--- src/rtl/ime_mv_ram_arb_if.sv ---
// rtl/ime_mv_ram_arb_if.sv - requester-side bundle of the IME MV RAM arbiter
//
// Purpose : groups the IME writer and the two readers (FME rd0, MVP rd1)
//           with their acks and the tagged read-return path.
// Modports: master - requester side (drives req/adr/dat, sees ack/vld/data)
//           slave  - arbiter side
interface ime_mv_ram_arb_if;
    logic        wr_req_i;
    logic [5:0]  wr_adr_i;
    logic [12:0] wr_dat_i;
    logic        wr_ack_o;

    logic        rd0_req_i;
    logic [5:0]  rd0_adr_i;
    logic        rd0_ack_o;
    logic        rd0_vld_o;

    logic        rd1_req_i;
    logic [5:0]  rd1_adr_i;
    logic        rd1_ack_o;
    logic        rd1_vld_o;

    logic [12:0] rd_dat_o;

    modport master (
        output wr_req_i, wr_adr_i, wr_dat_i,
        output rd0_req_i, rd0_adr_i, rd1_req_i, rd1_adr_i,
        input  wr_ack_o, rd0_ack_o, rd1_ack_o, rd0_vld_o, rd1_vld_o, rd_dat_o
    );

    modport slave (
        input  wr_req_i, wr_adr_i, wr_dat_i,
        input  rd0_req_i, rd0_adr_i, rd1_req_i, rd1_adr_i,
        output wr_ack_o, rd0_ack_o, rd1_ack_o, rd0_vld_o, rd1_vld_o, rd_dat_o
    );
endinterface

--- src/rtl/ime_mv_ram_arb.sv ---
// rtl/ime_mv_ram_arb.sv - single-cycle arbiter for the 64x13 IME MV RAM
//
// Purpose : grants at most one of {IME write, FME read rd0, MVP read rd1}
//           per cycle onto the single-port RAM and tags the read data that
//           comes back one cycle later with the requester that issued it.
// Ports   : clk, rst            - clock, synchronous active-high reset
//           req_if (slave)      - requester handshakes and read return
//           ram_adr_o           - RAM address (0 when idle)
//           ram_wr_ena_o        - RAM write enable, low active
//           ram_wr_dat_o        - RAM write data (0 unless writing)
//           ram_rd_ena_o        - RAM read enable, low active
//           ram_rd_dat_i        - RAM read data, valid one cycle after read
module ime_mv_ram_arb #(
    parameter int WR_BURST_MAX = 4
) (
    input  logic              clk,
    input  logic              rst,
    ime_mv_ram_arb_if.slave   req_if,
    output logic [5:0]        ram_adr_o,
    output logic              ram_wr_ena_o,
    output logic [12:0]       ram_wr_dat_o,
    output logic              ram_rd_ena_o,
    input  logic [12:0]       ram_rd_dat_i
);

    localparam logic [3:0] WCNT_MAX = 4'(WR_BURST_MAX);

    logic [3:0] wcnt_q, wcnt_d;
    logic       rr_q, rr_d;
    logic       rd0_vld_q, rd1_vld_q;

    logic       rd_pend;
    logic       wr_hold_off;
    logic       gnt_wr, gnt_rd0, gnt_rd1;

    // Grant decode. Reset masks every grant so the RAM stays untouched.
    always_comb begin
        rd_pend     = req_if.rd0_req_i | req_if.rd1_req_i;
        // Writes yield only once the burst budget is spent and a reader waits.
        wr_hold_off = (wcnt_q == WCNT_MAX) && rd_pend;
        gnt_wr      = !rst && req_if.wr_req_i && !wr_hold_off;
        // A lone reader wins outright; rr only breaks a tie.
        gnt_rd0     = !rst && !gnt_wr && req_if.rd0_req_i &&
                      (!req_if.rd1_req_i || !rr_q);
        gnt_rd1     = !rst && !gnt_wr && req_if.rd1_req_i &&
                      (!req_if.rd0_req_i || rr_q);
    end

    always_comb begin
        wcnt_d = wcnt_q;
        rr_d   = rr_q;
        if (gnt_rd0 || gnt_rd1) begin
            wcnt_d = 4'd0;
        end else if (!rd_pend) begin
            wcnt_d = 4'd0;
        end else if (gnt_wr && (wcnt_q < WCNT_MAX)) begin
            wcnt_d = wcnt_q + 4'd1;
        end
        if (gnt_rd0) begin
            rr_d = 1'b1;
        end else if (gnt_rd1) begin
            rr_d = 1'b0;
        end
    end

    always_ff @(posedge clk) begin
        if (rst) begin
            wcnt_q    <= 4'd0;
            rr_q      <= 1'b0;
            rd0_vld_q <= 1'b0;
            rd1_vld_q <= 1'b0;
        end else begin
            wcnt_q    <= wcnt_d;
            rr_q      <= rr_d;
            rd0_vld_q <= gnt_rd0;
            rd1_vld_q <= gnt_rd1;
        end
    end

    always_comb begin
        ram_adr_o    = 6'd0;
        ram_wr_dat_o = 13'd0;
        ram_wr_ena_o = 1'b1;
        ram_rd_ena_o = 1'b1;
        if (gnt_wr) begin
            ram_adr_o    = req_if.wr_adr_i;
            ram_wr_dat_o = req_if.wr_dat_i;
            ram_wr_ena_o = 1'b0;
        end else if (gnt_rd0) begin
            ram_adr_o    = req_if.rd0_adr_i;
            ram_rd_ena_o = 1'b0;
        end else if (gnt_rd1) begin
            ram_adr_o    = req_if.rd1_adr_i;
            ram_rd_ena_o = 1'b0;
        end
    end

    assign req_if.wr_ack_o  = gnt_wr;
    assign req_if.rd0_ack_o = gnt_rd0;
    assign req_if.rd1_ack_o = gnt_rd1;
    // The tag from a read granted just before reset must not leak out while
    // reset is held, so the registered tags are masked by rst.
    assign req_if.rd0_vld_o = rd0_vld_q && !rst;
    assign req_if.rd1_vld_o = rd1_vld_q && !rst;
    assign req_if.rd_dat_o  = ram_rd_dat_i;

endmodule

--- src/flat_wrapper.sv ---
// flat-port wrapper written by rule: the top's interface ports become plain ports
module ime_mv_ram_arb_flat 
#(
    parameter int WR_BURST_MAX = 4
)
  (clk, rst, ram_adr_o, ram_wr_ena_o, ram_wr_dat_o, ram_rd_ena_o, ram_rd_dat_i, req_if_wr_req_i, req_if_wr_adr_i, req_if_wr_dat_i, req_if_rd0_req_i, req_if_rd0_adr_i, req_if_rd1_req_i, req_if_rd1_adr_i, req_if_wr_ack_o, req_if_rd0_ack_o, req_if_rd1_ack_o, req_if_rd0_vld_o, req_if_rd1_vld_o, req_if_rd_dat_o);
  ime_mv_ram_arb_if req_if_i ();
  input  logic clk;
  input  logic rst;
  output logic [5:0] ram_adr_o;
  output logic ram_wr_ena_o;
  output logic [12:0] ram_wr_dat_o;
  output logic ram_rd_ena_o;
  input  logic [12:0] ram_rd_dat_i;
  input wire logic [$bits(req_if_i.wr_req_i)-1:0] req_if_wr_req_i;
  input wire logic [$bits(req_if_i.wr_adr_i)-1:0] req_if_wr_adr_i;
  input wire logic [$bits(req_if_i.wr_dat_i)-1:0] req_if_wr_dat_i;
  input wire logic [$bits(req_if_i.rd0_req_i)-1:0] req_if_rd0_req_i;
  input wire logic [$bits(req_if_i.rd0_adr_i)-1:0] req_if_rd0_adr_i;
  input wire logic [$bits(req_if_i.rd1_req_i)-1:0] req_if_rd1_req_i;
  input wire logic [$bits(req_if_i.rd1_adr_i)-1:0] req_if_rd1_adr_i;
  output wire logic [$bits(req_if_i.wr_ack_o)-1:0] req_if_wr_ack_o;
  output wire logic [$bits(req_if_i.rd0_ack_o)-1:0] req_if_rd0_ack_o;
  output wire logic [$bits(req_if_i.rd1_ack_o)-1:0] req_if_rd1_ack_o;
  output wire logic [$bits(req_if_i.rd0_vld_o)-1:0] req_if_rd0_vld_o;
  output wire logic [$bits(req_if_i.rd1_vld_o)-1:0] req_if_rd1_vld_o;
  output wire logic [$bits(req_if_i.rd_dat_o)-1:0] req_if_rd_dat_o;
  assign req_if_i.wr_req_i = req_if_wr_req_i;
  assign req_if_i.wr_adr_i = req_if_wr_adr_i;
  assign req_if_i.wr_dat_i = req_if_wr_dat_i;
  assign req_if_i.rd0_req_i = req_if_rd0_req_i;
  assign req_if_i.rd0_adr_i = req_if_rd0_adr_i;
  assign req_if_i.rd1_req_i = req_if_rd1_req_i;
  assign req_if_i.rd1_adr_i = req_if_rd1_adr_i;
  assign req_if_wr_ack_o = req_if_i.wr_ack_o;
  assign req_if_rd0_ack_o = req_if_i.rd0_ack_o;
  assign req_if_rd1_ack_o = req_if_i.rd1_ack_o;
  assign req_if_rd0_vld_o = req_if_i.rd0_vld_o;
  assign req_if_rd1_vld_o = req_if_i.rd1_vld_o;
  assign req_if_rd_dat_o = req_if_i.rd_dat_o;
  ime_mv_ram_arb #(.WR_BURST_MAX(WR_BURST_MAX)) u_core (.clk(clk), .rst(rst), .req_if(req_if_i), .ram_adr_o(ram_adr_o), .ram_wr_ena_o(ram_wr_ena_o), .ram_wr_dat_o(ram_wr_dat_o), .ram_rd_ena_o(ram_rd_ena_o), .ram_rd_dat_i(ram_rd_dat_i));
endmodule
--- config.mk ---
export PLATFORM = sky130hd
export DESIGN_NAME = ime_mv_ram_arb_flat
export DESIGN_NICKNAME = d
export VERILOG_FILES = /design/src/rtl/ime_mv_ram_arb_if.sv /design/src/rtl/ime_mv_ram_arb.sv /design/src/flat_wrapper.sv
export SDC_FILE = /design/constraint.sdc
export NUM_CORES = 1
export LEC_CHECK = 0
export CORE_MARGIN = 8
export CORE_UTILIZATION = 28
export CTS_CLUSTER_DIAMETER = 40
export DETAILED_ROUTE_END_ITERATION = 10
export PLACE_DENSITY = 0.8
export SLEW_MARGIN = 10
export SYNTH_ARGS = -nofsm -noshare
export SYNTH_HDL_FRONTEND = slang
export SYNTH_SLANG_ARGS = --single-unit
export TNS_END_PERCENT = 10
--- constraint.sdc ---
create_clock -name clk -period 1.7 [get_ports clk]
set_clock_uncertainty 0.05 [all_clocks]
set_input_delay 0.17 -clock clk [delete_from_list [all_inputs] [get_ports clk]]
set_output_delay 0.17 -clock clk [all_outputs]
set_load 0.01 [all_outputs]
After elaboration in Yosys (flattened, before gate mapping)
Cells that the tools add are included.

Add/subtract/negate cells: 1. Multipliers: 0. Div/mod/pow operators: 0. Order comparisons: 1. Eq/ne operators: 1. Shift operators: 0. Multiplexer cells: 10. Bitwise logic cells: 2. Reductions and logical operators: 22.

Operators with widths (number): $mux 6 (3); $mux 13 (1); $logic_and 1x1->1 (11); $logic_not 1->1 (6); $mux 1 (6); $add 4x1->4 const B (1); $eq 4x3->1 const B (1); $lt 4x3->1 const B (1); $logic_or 1x1->1 (3); $reduce_or 3->1 (1); $reduce_bool 2->1 (1); $not 1->1 (1); $or 1x1->1 (1).

Bits in registers: 7. Latch bits: 0. RAM bits: 0. Bits in read-only memories: 0. Input port bits: 49. Logic and storage cells: 41. Memories: 0.

Longest topological paths before layout
Depth after elaboration: 11. Mapped depth: 7. Mapped depth without buffers: 5.

Least setup slack after synthesis
OpenSTA, ideal clock, no wires.

Path type: reg-to-output. Start point: reg u_core.wcnt_q[0]. End point: out ram_wr_dat_o[10]. Data arrival time: 1.364 ns. Data required time: 1.480 ns. Setup slack: 0.116 ns. Cell stages (with the launch flop): 8. Buffers on the path: 2. Cells stage by stage: dfxtp_1 inv_1 ha_1 and3b_1 buf_6 a21boi_4 buf_6 and2_1.

Cells in the longest elaborated chain, start to end: 5.

RTL lines: start, declared (RTL line ime_mv_ram_arb.sv:28) `logic [3:0] wcnt_q, wcnt_d;`; start signal, assigned (RTL line ime_mv_ram_arb.sv:73) `wcnt_q <= wcnt_d;`; $eq 4x3->1 (RTL line ime_mv_ram_arb.sv:40) `wr_hold_off = (wcnt_q == WCNT_MAX) && rd_pend;`; $logic_and 1x1->1 (RTL line ime_mv_ram_arb.sv:40); $logic_not 1->1 (RTL line ime_mv_ram_arb.sv:41) `gnt_wr = !rst && req_if.wr_req_i && !wr_hold_off;`; $logic_and 1x1->1 (RTL line ime_mv_ram_arb.sv:41); via req_if_wr_ack_o (RTL line flat_wrapper.sv:22) `output wire logic [$bits(req_if_i.wr_ack_o)-1:0] req_if_wr_ack_o;`; $mux 13 (RTL line ime_mv_ram_arb.sv:85) `if (gnt_wr) begin`; end, declared (RTL line flat_wrapper.sv:12) `output logic [12:0] ram_wr_dat_o;`.

The timed path passes the listed nets, and every way through them passes these cells.

Worst setup path in the final report
Start point: reg u_core.wcnt_q[0]. End point: out ram_wr_dat_o[10].

Cells in the longest elaborated chain, start to end: 5.

RTL lines (RTL line): $eq 4x3->1 (ime_mv_ram_arb.sv:40); $logic_and 1x1->1 (ime_mv_ram_arb.sv:40); $logic_not 1->1 (ime_mv_ram_arb.sv:41); $logic_and 1x1->1 (ime_mv_ram_arb.sv:41); $mux 13 (ime_mv_ram_arb.sv:85).

No other way between the ends.

==> run metrics <==
Die X=69.9 µm; most common cell after layout, fill and taps aside=clkdlybuf4s50_1; Cell Area, Synth=815 µm²; max-cap violation count=0; Reg power frac=27.5%; H-tree Lvls=1; vias in the first global route=1015; final worst setup slack=-0.189 ns; busiest layer in global routing=met2; Root Buffer=clkbuf_4; R2R Setup Slk=0.24 ns; synth unique cells=32; Switching Fraction=28.6%; Wirelength per Cell=16.4 µm; crit-path max FO=8; GRT Overall Usage=12.5%; Mapped Cells=105; Starting Density=29.5%; hold_sp=ram_rd_dat_i[0]; top cell type's share of synthesized area=17.2%; largest cells by area after synthesis=dfxtp_1, buf_4, and2_1; antenna viol nets, final=0; Crit Path Class=flip-flop to output pin; Port-buffer cells=61; Ports=88; Die H=69.9 µm; maximum vdd drop=402 µV; vias per inst=4.83; Worst Hold Margin=0.290 ns; RD Place Congestion=0.832; drt first pass iters=4; worst hold path stage count=0; DIE AREA=0.00489 mm²; Syn Area/Cell=7.76 µm²; P&R area growth vs syn=97.7%; Hold Path End=req_if_rd_dat_o[0]; pin count of the biggest net entering global routing=16; Synth Net Count=156; Final Hold Viols=0; placed cells=190; GRT met2 Usage=19.3%; setup_tns=-3.32 ns; Layout Nets=226; CTS tree=yes; share of cells above drive strength 1=46.6%; relative slew slack=74.8%; global-route wire length before repair=5160 µm; WL final=3350 µm; Power, Total=0.000630 W; Yosys top cell by area=dfxtp_1; RSZ-0062 raised after global routing=true; Max Slew Vio Count=0; global route overflow=0; Tmin final=1.89 ns; status=finished, violations left; CORE AREA=0.00276 mm²; commonest non-fill, non-tap cells in the layout=clkdlybuf4s50_1, buf_6, buf_4; Seq/Total Area, Yosys=17.2%; met3 usage=4.24%; R2R Path End=u_core.wcnt_q[0]$_SDFFE_PP0P_; antenna violations before repair=0; setup violators final=24; CTS clock-pin slew for the worst setup and hold paths=0.05 ns; Final HPWL DP=2490 µm; Num CTS Buffers=3; M1 GR Usage=15.8%; leak pwr=0.727 nW; fin cells=205; Critical R2R Launch=u_core.wcnt_q[0]$_SDFFE_PP0P_; clock sinks=7; Worst Reg-to-Reg Cells=7; Worst EP arrival=1.67 ns; Rows=19; antenna cells=0; Int Pwr=0.000450 W; via count=990; Synthesis Warnings=0; Worst setup EP type=output pin; failing checks=setup timing; fin crit share=111%; Worst-Skew Late Latency=0.25 ns; Finished Cell Area=0.00161 mm²; combinational share of power=48.4%; Crit path required time=1.48 ns; Sw Pwr=0.000180 W; clock share of power=24.1%; worst hold path class=input port to output pin; Tightest Pin Transition=0.372 ns; Worst setup SP type=flip-flop; Area after DPL=0.00141 mm²; #FFs+latches synth=7; DRT iter0 DRCs=106; Pwr Density=391 mW/mm²; DRC=0; clock buffer depth=2; Max Freq=529 MHz
cell families after synthesis:
group	count (synthesis)	share of synthesized area (%)
muxes	1	1.23
DFF	7	17.2
and+or+nand+nor	43	32.0
AOI/OAI and AO/OA	26	24.6
adders and majority gates	2	3.07
buffers and inverters	26	22.0
how the worst max path moves through the flow:
| stage | from | end | depth (start not counted) |
|---|---|---|---|
| after CTS | u_core.wcnt_q[0]$_SDFFE_PP0P_ | ram_wr_dat_o[12] | 8 |
| after global placement | req_if_rd1_req_i | ram_adr_o[1] | 6 |
| after detailed placement | req_if_rd0_req_i | ram_wr_dat_o[9] | 5 |
| final | u_core.wcnt_q[0]$_SDFFE_PP0P_ | ram_wr_dat_o[10] | 8 |
| after global routing | u_core.wcnt_q[1]$_SDFFE_PP0P_ | ram_wr_dat_o[10] | 8 |
| after floorplan | u_core.wcnt_q[0]$_SDFFE_PP0P_ | ram_wr_dat_o[10] | 7 |
flip-flops by register name (all words and copies together) (netlist names):
name and flops:
u_core.rd0_vld_q 1, u_core.rd1_vld_q 1, u_core.rr_q 1, u_core.wcnt_q 4
layout make-up:
class,instances,area (µm²)
clock buffer,4,26.3
fill,236,1150
inverter,6,22.5
multi-input combinational,72,579
sequential,7,143
tap,31,38.8
timing repair buffer,85,801
repair_timing:
item / 4_1_cts / 5_1_grt
buffers inserted: 10 / 1
setup endpoints to repair: 25 / 25
endpoints found under the hold margin: 0 / 0
pin swaps: 22 / 7
hold buffers: 0 / 0
gates resized for setup: 132 / 19
layer usage:
layer | vias to the layer above | wire, µm
li1 | 488 | -
met1 | 431 | 1490
met2 | 64 | 1490
met3 | 7 | 331
met4 | 0 | 40
met5 | - | 0
power by group through the flow:
stage	Clock [W]	Combinational, W	Sequential (W)
after floorplan	0	0.000134	0.000176
after global placement	0	0.000261	0.000175
after detailed placement	0	0.000265	0.000175
after CTS	0.000160	0.000282	0.000173
after global routing	0.000178	0.000327	0.000173
final	0.000152	0.000305	0.000173
cells in the mapped netlist:
master and n:
and3b_1 1, a21boi_0 1, a311oi_1 1, o21ai_1 1
a21boi_2 1, nand2_1 4, buf_2 2, nor2_1 4
or3_1 1, and2_4 1, nor4b_1 1, clkbuf_1 1
o221a_2 1, ha_1 2, a21boi_4 1, nand3b_1 1
nor2b_1 3, a32oi_1 6, nor3_1 3, nor3b_1 2
a21oi_1 7, o21ai_0 1, buf_4 13, or2_1 1
inv_1 6, mux2i_1 1, a211oi_1 6, and2_1 13
or2b_1 3, buf_6 4, dfxtp_1 7, nand2b_1 5
stage by stage:
step	util [%]	setup WS, ns
floorplan	-	0.116
global placement	51.0	-0.541
detailed placement	51.0	-0.562
CTS	55.2	-0.207
global route	58.4	-0.283
finish	58.4	-0.189
worst max-delay path, cell delays in order (launching register included):
cell,delay (ns)
dfxtp_2,0.33
inv_2,0.05
ha_4,0.16
and3b_2,0.22
buf_6,0.13
a21boi_4,0.14
buf_6,0.14
and2_4,0.14
buf_6,0.10
No activity file was read; power rests on OpenSTA's default activity.
